`config.mk`:
```
export PLATFORM = sky130hd
export DESIGN_NAME = spi_mstr_param
export DESIGN_NICKNAME = d
export VERILOG_FILES = /design/src/rtl/spi_mstr_pkg.sv /design/src/rtl/spi_sclk_gen.sv /design/src/rtl/spi_mstr_param.sv
export SDC_FILE = /design/constraint.sdc
export NUM_CORES = 1
export LEC_CHECK = 0
export ABC_CLOCK_PERIOD_IN_PS = 2300
export CORE_MARGIN = 4
export CORE_UTILIZATION = 43
export DETAILED_ROUTE_END_ITERATION = 16
export PLACE_DENSITY = 0.72
export SLEW_MARGIN = 20
export SYNTH_ARGS = -nofsm -noshare
export SYNTH_HDL_FRONTEND = slang
export SYNTH_SLANG_ARGS = --single-unit
```
`constraint.sdc`:
```
create_clock -name clk -period 2.3 [get_ports clk]
set_clock_uncertainty 0.1 [all_clocks]
set_input_delay 0.46 -clock clk [delete_from_list [all_inputs] [get_ports clk]]
set_output_delay 0.46 -clock clk [all_outputs]
set_load 0.05 [all_outputs]
```
`src/rtl/spi_mstr_pkg.sv`:
```
// Shared types and derived constants for the parametrised mode-3 SPI master.
// Optional LSB-first support is compiled in with SPI_MSTR_LSB_FIRST_EN.
package spi_mstr_pkg;

  typedef enum logic {
    IDLE   = 1'b0,
    ACTIVE = 1'b1
  } state_e;

  // Divider load {2'b10, all ones} sets the front porch before the first SCLK fall.
  function automatic int fp_load(input int div_w);
    return (32'sd1 <<< (div_w - 32'sd1)) + (32'sd1 <<< (div_w - 32'sd2)) - 32'sd1;
  endfunction

  function automatic int smpl_match(input int div_w);
    return (32'sd1 <<< (div_w - 32'sd1)) - 32'sd1;
  endfunction

  function automatic int shft_match(input int div_w);
    return (32'sd1 <<< div_w) - 32'sd1;
  endfunction

  function automatic int cnt_w(input int data_w);
    return $clog2(data_w + 32'sd1);
  endfunction

endpackage

```
`src/rtl/spi_sclk_gen.sv`:
```
// SCLK divider for the SPI master: free-running counter while active,
// producing SCLK and the sample/shift strobes one clk ahead of each SCLK edge.
module spi_sclk_gen
  import spi_mstr_pkg::*;
#(
  parameter int DIV_W = 5
) (
  input  logic clk,
  input  logic rst_n,
  input  logic load_i,
  input  logic run_i,
  output logic sclk_o,
  output logic smpl_o,
  output logic shft_o
);

  localparam logic [DIV_W-1:0] LOAD_VAL = DIV_W'(fp_load(DIV_W));
  localparam logic [DIV_W-1:0] SMPL_VAL = DIV_W'(smpl_match(DIV_W));
  localparam logic [DIV_W-1:0] SHFT_VAL = DIV_W'(shft_match(DIV_W));

  logic [DIV_W-1:0] div_q;
  logic [DIV_W-1:0] div_d;

  always_comb begin
    div_d = div_q;
    if (load_i) begin
      div_d = LOAD_VAL;
    end else if (run_i) begin
      div_d = div_q + DIV_W'(1);
    end else begin
      div_d = div_q;
    end
  end

  always_ff @(posedge clk or negedge rst_n) begin
    if (!rst_n) begin
      div_q <= '0;
    end else begin
      div_q <= div_d;
    end
  end

  // SCLK is held high whenever the master is not mid-frame.
  assign sclk_o = run_i ? div_q[DIV_W-1] : 1'b1;
  assign smpl_o = run_i && (div_q == SMPL_VAL);
  assign shft_o = run_i && (div_q == SHFT_VAL);

endmodule

```
`src/rtl/spi_mstr_param.sv`:
```
// Parametrised SPI master, mode 3, full duplex; one frame per accepted wrt.
// Define SPI_MSTR_LSB_FIRST_EN to add the lsb_first input (per-frame bit order).
module spi_mstr_param
  import spi_mstr_pkg::*;
#(
  parameter int DATA_W = 16,
  parameter int DIV_W  = 5
) (
  input  logic              clk,
  input  logic              rst_n,
  input  logic              wrt,
  input  logic [DATA_W-1:0] cmd,
  output logic              done,
  output logic              busy,
  output logic [DATA_W-1:0] rd_data,
  output logic              SS_n,
  output logic              SCLK,
  output logic              MOSI,
`ifdef SPI_MSTR_LSB_FIRST_EN
  input  logic              lsb_first,
`endif
  input  logic              MISO
);

  localparam int               CNT_W    = cnt_w(DATA_W);
  localparam logic [CNT_W-1:0] LAST_CNT = CNT_W'(DATA_W);

  state_e            state_q;
  logic [DATA_W-1:0] shift_q;
  logic [DATA_W-1:0] shift_d;
  logic [CNT_W-1:0]  bit_cnt_q;
  logic              miso_smpl_q;
  logic              done_q;
  logic              busy_q;
  logic              ss_n_q;
  logic              lsb_q;
  logic              lsb_in;
  logic              run;
  logic              accept;
  logic              smpl;
  logic              shft;

`ifdef SPI_MSTR_LSB_FIRST_EN
  assign lsb_in = lsb_first;
`else
  assign lsb_in = 1'b0;
`endif

  assign run    = (state_q == ACTIVE);
  assign accept = (state_q == IDLE) && wrt;

  spi_sclk_gen #(
    .DIV_W (DIV_W)
  ) u_sclk_gen (
    .clk    (clk),
    .rst_n  (rst_n),
    .load_i (accept),
    .run_i  (run),
    .sclk_o (SCLK),
    .smpl_o (smpl),
    .shft_o (shft)
  );

  always_comb begin
    if (lsb_q) begin
      shift_d = {miso_smpl_q, shift_q[DATA_W-1:1]};
    end else begin
      shift_d = {shift_q[DATA_W-2:0], miso_smpl_q};
    end
  end

  // The first SCLK fall (bit_cnt still 0) carries no shift: MOSI already holds the first bit.
  always_ff @(posedge clk or negedge rst_n) begin
    if (!rst_n) begin
      state_q     <= IDLE;
      shift_q     <= '0;
      bit_cnt_q   <= '0;
      miso_smpl_q <= 1'b0;
      done_q      <= 1'b0;
      busy_q      <= 1'b0;
      ss_n_q      <= 1'b1;
      lsb_q       <= 1'b0;
    end else begin
      case (state_q)
        IDLE: begin
          if (wrt) begin
            shift_q   <= cmd;
            bit_cnt_q <= '0;
            done_q    <= 1'b0;
            busy_q    <= 1'b1;
            ss_n_q    <= 1'b0;
            lsb_q     <= lsb_in;
            state_q   <= ACTIVE;
          end else begin
            ss_n_q <= 1'b1;
          end
        end
        ACTIVE: begin
          if (smpl) begin
            miso_smpl_q <= MISO;
            bit_cnt_q   <= bit_cnt_q + CNT_W'(1);
          end
          if (shft && (bit_cnt_q != '0)) begin
            shift_q <= shift_d;
            if (bit_cnt_q == LAST_CNT) begin
              ss_n_q  <= 1'b1;
              done_q  <= 1'b1;
              busy_q  <= 1'b0;
              state_q <= IDLE;
            end
          end
        end
        default: begin
          state_q <= IDLE;
          ss_n_q  <= 1'b1;
          busy_q  <= 1'b0;
        end
      endcase
    end
  end

  assign done    = done_q;
  assign busy    = busy_q;
  assign SS_n    = ss_n_q;
  assign rd_data = shift_q;
  assign MOSI    = lsb_q ? shift_q[0] : shift_q[DATA_W-1];

endmodule
```
==> results.yml, run 1 <==
synthesis:
  netlist_area_um2: 1520
  yosys.area.top_type: "dfrtp_1"
  yosys-top-cells-count: "dfrtp_1 (30), o221a_2 (14), nand2b_1 (10)"
  synthMuxAreaShare_pct: 2.72
  synthesis.nets: 153
  yosysWarnings: 0
  ys.flop_type: "dfrtp_1"
  ys_seq_area_share_pct: 51.2
  synthXorXnorAreaFrac_pct: 1.15
  async_flop_share_pct: 100
  ys_ff_latch: 31
  yosysMostFrequentCell: "dfrtp_1"
  synthSimpleGateAreaFrac_pct: 16.9
  avgSynthCellArea_um2: 11.9
  synth_cells: 128
  synth_compound_area_share_pct: 18.1
  synth_enable_flop_cells: 0
  synthTopCellsByArea: "dfrtp_1 (49%), o221a_2 (10%), ha_1 (4.1%), nand2b_1 (4.1%), or2b_1 (3.5%)"
  synth_top_family_by_area: "compound AO/OA/AOI/OAI gates"
  synth_cell_type_count: 39
  synthAdderAreaFrac_pct: 4.12
  yosys.area.top_type_share_pct: 49.4
global_routing:
  antenna_found_initial: 0
  grt_max_degree: 32
  grt_usage_pct: 16.6
  grt-ovfl-total: 0
  grt_first_pass_wirelength_um: 5490
  grt_pass1_vias: 1192
place:
  gp_congestion: 0.717
  numPortBuffers: 40
  placed_cell_area_um2: 1920
  dp_hpwl_um: 2360
finish:
  n_antenna_cell: 0
  ff_latch_area_um2: 777
  drive_above_1_share_pct: 19.3
  syn_to_final_growth_pct: 31.5
  fill_cells: 316
  multi_input_area_um2: 653
  final_area_um2: 2000
  layout.nets: 195
min_path:
  hold_path_class: "input port to async pin"
floorplan:
  core_um2: 3360
  start_util_pct: 45.2
  pin_count: 41
  die_x_um: 67.4
  rows: 21
  die_height_um: 67.4
  die_area_um2: 4550
sta:
  tightestPinTransition_ns: 0.549
  max_freq_mhz: 471
  slew_headroom_pct: 63.4
  holdWs_ns: 0.392
  period_share_pct: 92.3
  fin_setup_tns_ns: 0
  hold_viol: 0
  rsz0062_at_grt: "false"
  period_needed_ns: 2.12
  setup_violations: 0
  drv_slew: 0
setup_path:
  required_ns: 1.74
  path_buf_inv: 1
  slowest_delay_ns: 0.82
  worstSetupEndpointType: "output port"
  path_class: "flop to output port"
  slowest_stage: "clkdlybuf4s50_1"
  cp_top_family: "buffers and inverters"
  crit_chain: "clkdlybuf4s50_1"
  worstPathMaxFanout: 3
  startpoint_type: "flop"
  crit_arrival_ns: 1.56
pwr:
  p_leak_nw: 0.839
  vdd_drop_max_mv: 0.632
  p_per_area_nw_per_um2: 1530
outcome:
  status: "complete, no violations"
drt:
  first_iter_violations: 63
  drc: 0
  firstDrtPassIters: 2
  vias: 1146
  avgViaCountPerCell: 5.28
  postRouteAntennaNets: 0
  wl_per_cell_um: 15.1
  drt_wl_total_um: 3270
clocking:
  cts_buffers: 5
  clock_latency_ns: 0.33
  clock_path_buffers: 2
  cts.clk_slew.worst_paths_ns: 0.11
  h-tree-depth: 2
  cts.sinks: 31
  cts_setup_buffers: 0
  cts_root_buf: "clkbuf_4"
  cts_hold_buf: 0
  cts_tree: "yes"
run:
  cap_violations: 0
## per-stage QoR
| stage | utilization, % | power [mW] | setup slack, ns | std cells |
|---|---|---|---|---|
| after floorplan | - | 2.22 | 0.428 | 128 |
| after global placement | 57.2 | 2.67 | 0.249 | 209 |
| after detailed placement | 57.2 | 2.72 | 0.193 | 209 |
| after CTS | 59.3 | 3.10 | 0.0272 | 217 |
| after global routing | 59.4 | 3.25 | 0.0964 | 217 |
| final | 59.4 | 3.07 | 0.176 | 217 |
## report_power, final
part / switching, mW / internal, mW / leakage, nW
Combinational: 0.957 / 0.668 / 0.448
Sequential: 0.253 / 0.814 / 0.354
Clock: 0.196 / 0.179 / 0.0375
## timing repair
item                                   4_1_cts  5_1_grt
setup endpoints to repair                    0        1
resized for setup                            0        1
endpoints found under the hold margin        0        0
## layer usage
layer	vias to the layer above	part of all wire [%]	track usage (%)
li1	546	-	-
met1	562	45	19.3
met2	32	46	27.7
met3	6	7.5	5.49
met4	0	1.3	7.34
met5	-	0	0
## cells by family (layout without fill, tap and decap cells)
kind of cell | Yosys count | count (layout)
AOI/OAI and AO/OA | 31 | 31
muxes | 4 | 4
xor gates and xnor gates | 2 | 2
DFF | 31 | 31
adders and majority gates | 5 | 5
and+or+nand+nor | 43 | 43
buffers and inverters | 12 | 55
## area by class of cell
type                       count  area share [%]
sequential                    31            38.9
tap                           46            2.88
timing repair buffer          43            21.2
multi-input combinational     85            32.7
inverter                       4           0.751
clock inverter                 1           0.376
clock buffer                   7            3.26
## placed cells by master, fill, tap and decap left out, types with 2 or more instances in the layout
master and n:
a21oi_1 4, buf_4 4, clkbuf_4 5, clkbuf_8 2
clkdlybuf4s50_1 38, dfrtp_1 30, ha_1 5, inv_1 4
mux2i_1 3, nand2_1 9, nand2b_1 10, nand3_1 2
nand4_1 2, nor2_1 3, nor3_1 3, o21ai_0 4
o221a_1 2, o221a_2 14, or2b_1 7
## flip-flops by register name, summed over array words and instances (netlist names)
signal and flops:
rd_data 16, SS_n 1, u_sclk_gen.div_q 5, run 1, done 1, bit_cnt_q 5
busy 1, miso_smpl_q 1
## final timing paths
| path | depth (start not counted) | end | startpoint | slack, ns |
|---|---|---|---|---|
| min in group clk | 1 | miso_smpl_q | miso_smpl_q | 0.42 |
| worst min-delay path | 2 | rd_data[4] | rst_n | 0.39 |
| worst max-delay path | 1 | rd_data[14] | rd_data[14] | 0.18 |
| worst max register to register | 6 | rd_data[1] | u_sclk_gen.div_q[0] | 0.23 |
| max in group asynchronous | 2 | SS_n | rst_n | 1.37 |
| worst min register to register | 1 | miso_smpl_q | miso_smpl_q | 0.42 |
Note: power is estimated with default switching activity, not from simulation.
==> run 2: changes to the inputs <==
Settings changed: CORE_ASPECT_RATIO set to 1.5.
==> results.yml, run 2 (same netlist as run 1, synthesis figures left out) <==
outcome:
  status: "complete, no violations"
pwr:
  vdd_drop_max_mv: 0.846
  intPower_mw: 1.72
  p_per_area_nw_per_um2: 1560
  seqPwrFrac_pct: 34.0
  p_leak_nw: 0.840
  share_comb_of_total_power_pct: 52.2
  power.share.clock_pct: 13.7
  switchingPower_mw: 1.42
  swShare_pct: 45.2
global_routing:
  grt-ovfl-total: 0
  grt_first_pass_wirelength_um: 5980
  grt_pass1_vias: 1276
  antenna_found_initial: 0
  grt_usage_pct: 16.7
  grt_max_degree: 32
setup_path:
  path_buf_inv: 1
  cp_top_family: "buffers and inverters"
  path_class: "flop to output port"
  slowest_delay_ns: 0.80
  worstSetupEndpointType: "output port"
  startpoint_type: "flop"
  worstPathMaxFanout: 2
  slowest_stage: "clkdlybuf4s50_1"
  crit_arrival_ns: 1.61
  crit_chain: "clkdlybuf4s50_1"
  required_ns: 1.74
drt:
  wl_per_cell_um: 15.9
  drc: 0
  drt_wl_total_um: 3390
  firstDrtPassIters: 4
  vias: 1193
  first_iter_violations: 21
  postRouteAntennaNets: 0
  avgViaCountPerCell: 5.60
floorplan:
  start_util_pct: 44.5
  pin_count: 41
  die_x_um: 56.5
  core_um2: 3420
  die_area_um2: 4570
  rows: 26
  die_height_um: 80.8
finish:
  layout.nets: 196
  fin_util_pct: 58.9
  fill_cells: 302
  multi_input_area_um2: 653
  layout_commonest_cell: "clkdlybuf4s50_1"
  layout_common_cells: "clkdlybuf4s50_1 (39), dfrtp_1 (30), o221a_2 (14)"
  largest_register_ffs: 16
  n_antenna_cell: 0
  drive_above_1_share_pct: 19.3
  syn_to_final_growth_pct: 32.5
  ff_latch_area_um2: 777
  stdcell_count: 213
min_path:
  hold_path_class: "flop to flop"
sta:
  drv_slew: 0
  rsz0062_at_grt: "false"
  slew_headroom_pct: 56.7
  holdWs_ns: 0.410
  hold_viol: 0
  tightestPinTransition_ns: 0.650
  period_needed_ns: 2.17
  period_share_pct: 94.1
  max_freq_mhz: 462
  setup_violations: 0
  fin_setup_tns_ns: 0
clocking:
  clock_path_buffers: 2
  cts_tree: "yes"
  h-tree-depth: 2
  cts_root_buf: "clkbuf_8"
  cts.repair.resized: 0
  cts.clk_slew.worst_paths_ns: 0.06
  cts_setup_buffers: 0
  cts.sinks: 31
  cts_buffers: 5
  clock_latency_ns: 0.28
  cts_hold_buf: 0
place:
  dp_hpwl_um: 2420
  gp_congestion: 0.723
  dp.cells: 206
  numPortBuffers: 40
run:
  cap_violations: 0
## run 2: changes by cell type in the layout (fill, tap and decap cells not counted)
cell / change
clkbuf_4: -5
dlymetal6s2s_1: -1
buf_4: +1
clkdlybuf4s50_1: +1
clkbuf_8: +4
clkinv_2: +1
clkinvlp_4: -1
## run 2: per-stage QoR
stage / cell area, um2 / power [mW] / worst slack, ns
after floorplan: 1520 / 2.22 / 0.428
after global placement: 1930 / 2.67 / 0.268
after detailed placement: 1930 / 2.72 / 0.243
after CTS: 2010 / 3.17 / 0.117
after global routing: 2010 / 3.32 / 0.0888
final: 2010 / 3.14 / 0.135
## run 2: worst paths after layout
kind | startpoint | end | slack [ns] | cells past startpoint
max in group asynchronous | rst_n | SS_n | 1.30 | 2
hold / removal | miso_smpl_q | miso_smpl_q | 0.41 | 1
setup reg to reg | u_sclk_gen.div_q[0] | rd_data[9] | 0.20 | 6
hold reg to reg | miso_smpl_q | miso_smpl_q | 0.41 | 1
min in group asynchronous | rst_n | rd_data[12] | 0.47 | 2
setup / recovery | SS_n | SS_n | 0.13 | 1
## run 2: per-layer routing
layer | global-route usage, % | vias up | wire (um) | part of all wire (%)
li1 | - | 552 | - | -
met1 | 19.1 | 597 | 1350 | 40
met2 | 29.3 | 38 | 1750 | 51
met3 | 5.41 | 6 | 243 | 7.2
met4 | 5.70 | 0 | 57 | 1.7
met5 | 0 | - | 0 | 0
## run 2: final cells by class
cell class | count | area share, %
repair buffers | 44 | 21.3
well taps | 42 | 2.61
multi-input cells | 85 | 32.4
flip-flops and latches | 31 | 38.6
clock buffers | 6 | 4.10
inverters | 4 | 0.746
clock inverters | 1 | 0.249
## run 2: power by group through the flow
| stage | clock [mW] | sequential [mW] | combinational (mW) |
|---|---|---|---|
| 2_1_floorplan | 0 | 1.56 | 0.654 |
| 3_3_place_gp | 0 | 1.06 | 1.61 |
| 4_1_cts | 0.441 | 1.07 | 1.66 |
| 6_report | 0.431 | 1.07 | 1.64 |
| 5_1_grt | 0.470 | 1.11 | 1.74 |
| 3_5_place_dp | 0 | 1.08 | 1.65 |
==> run 3: changes to the inputs <==
Settings changed: HOLD_SLACK_MARGIN set to 0.08.
==> results of run 3 <==
The final DEF is identical to that of run 2; final timing and power are the same.
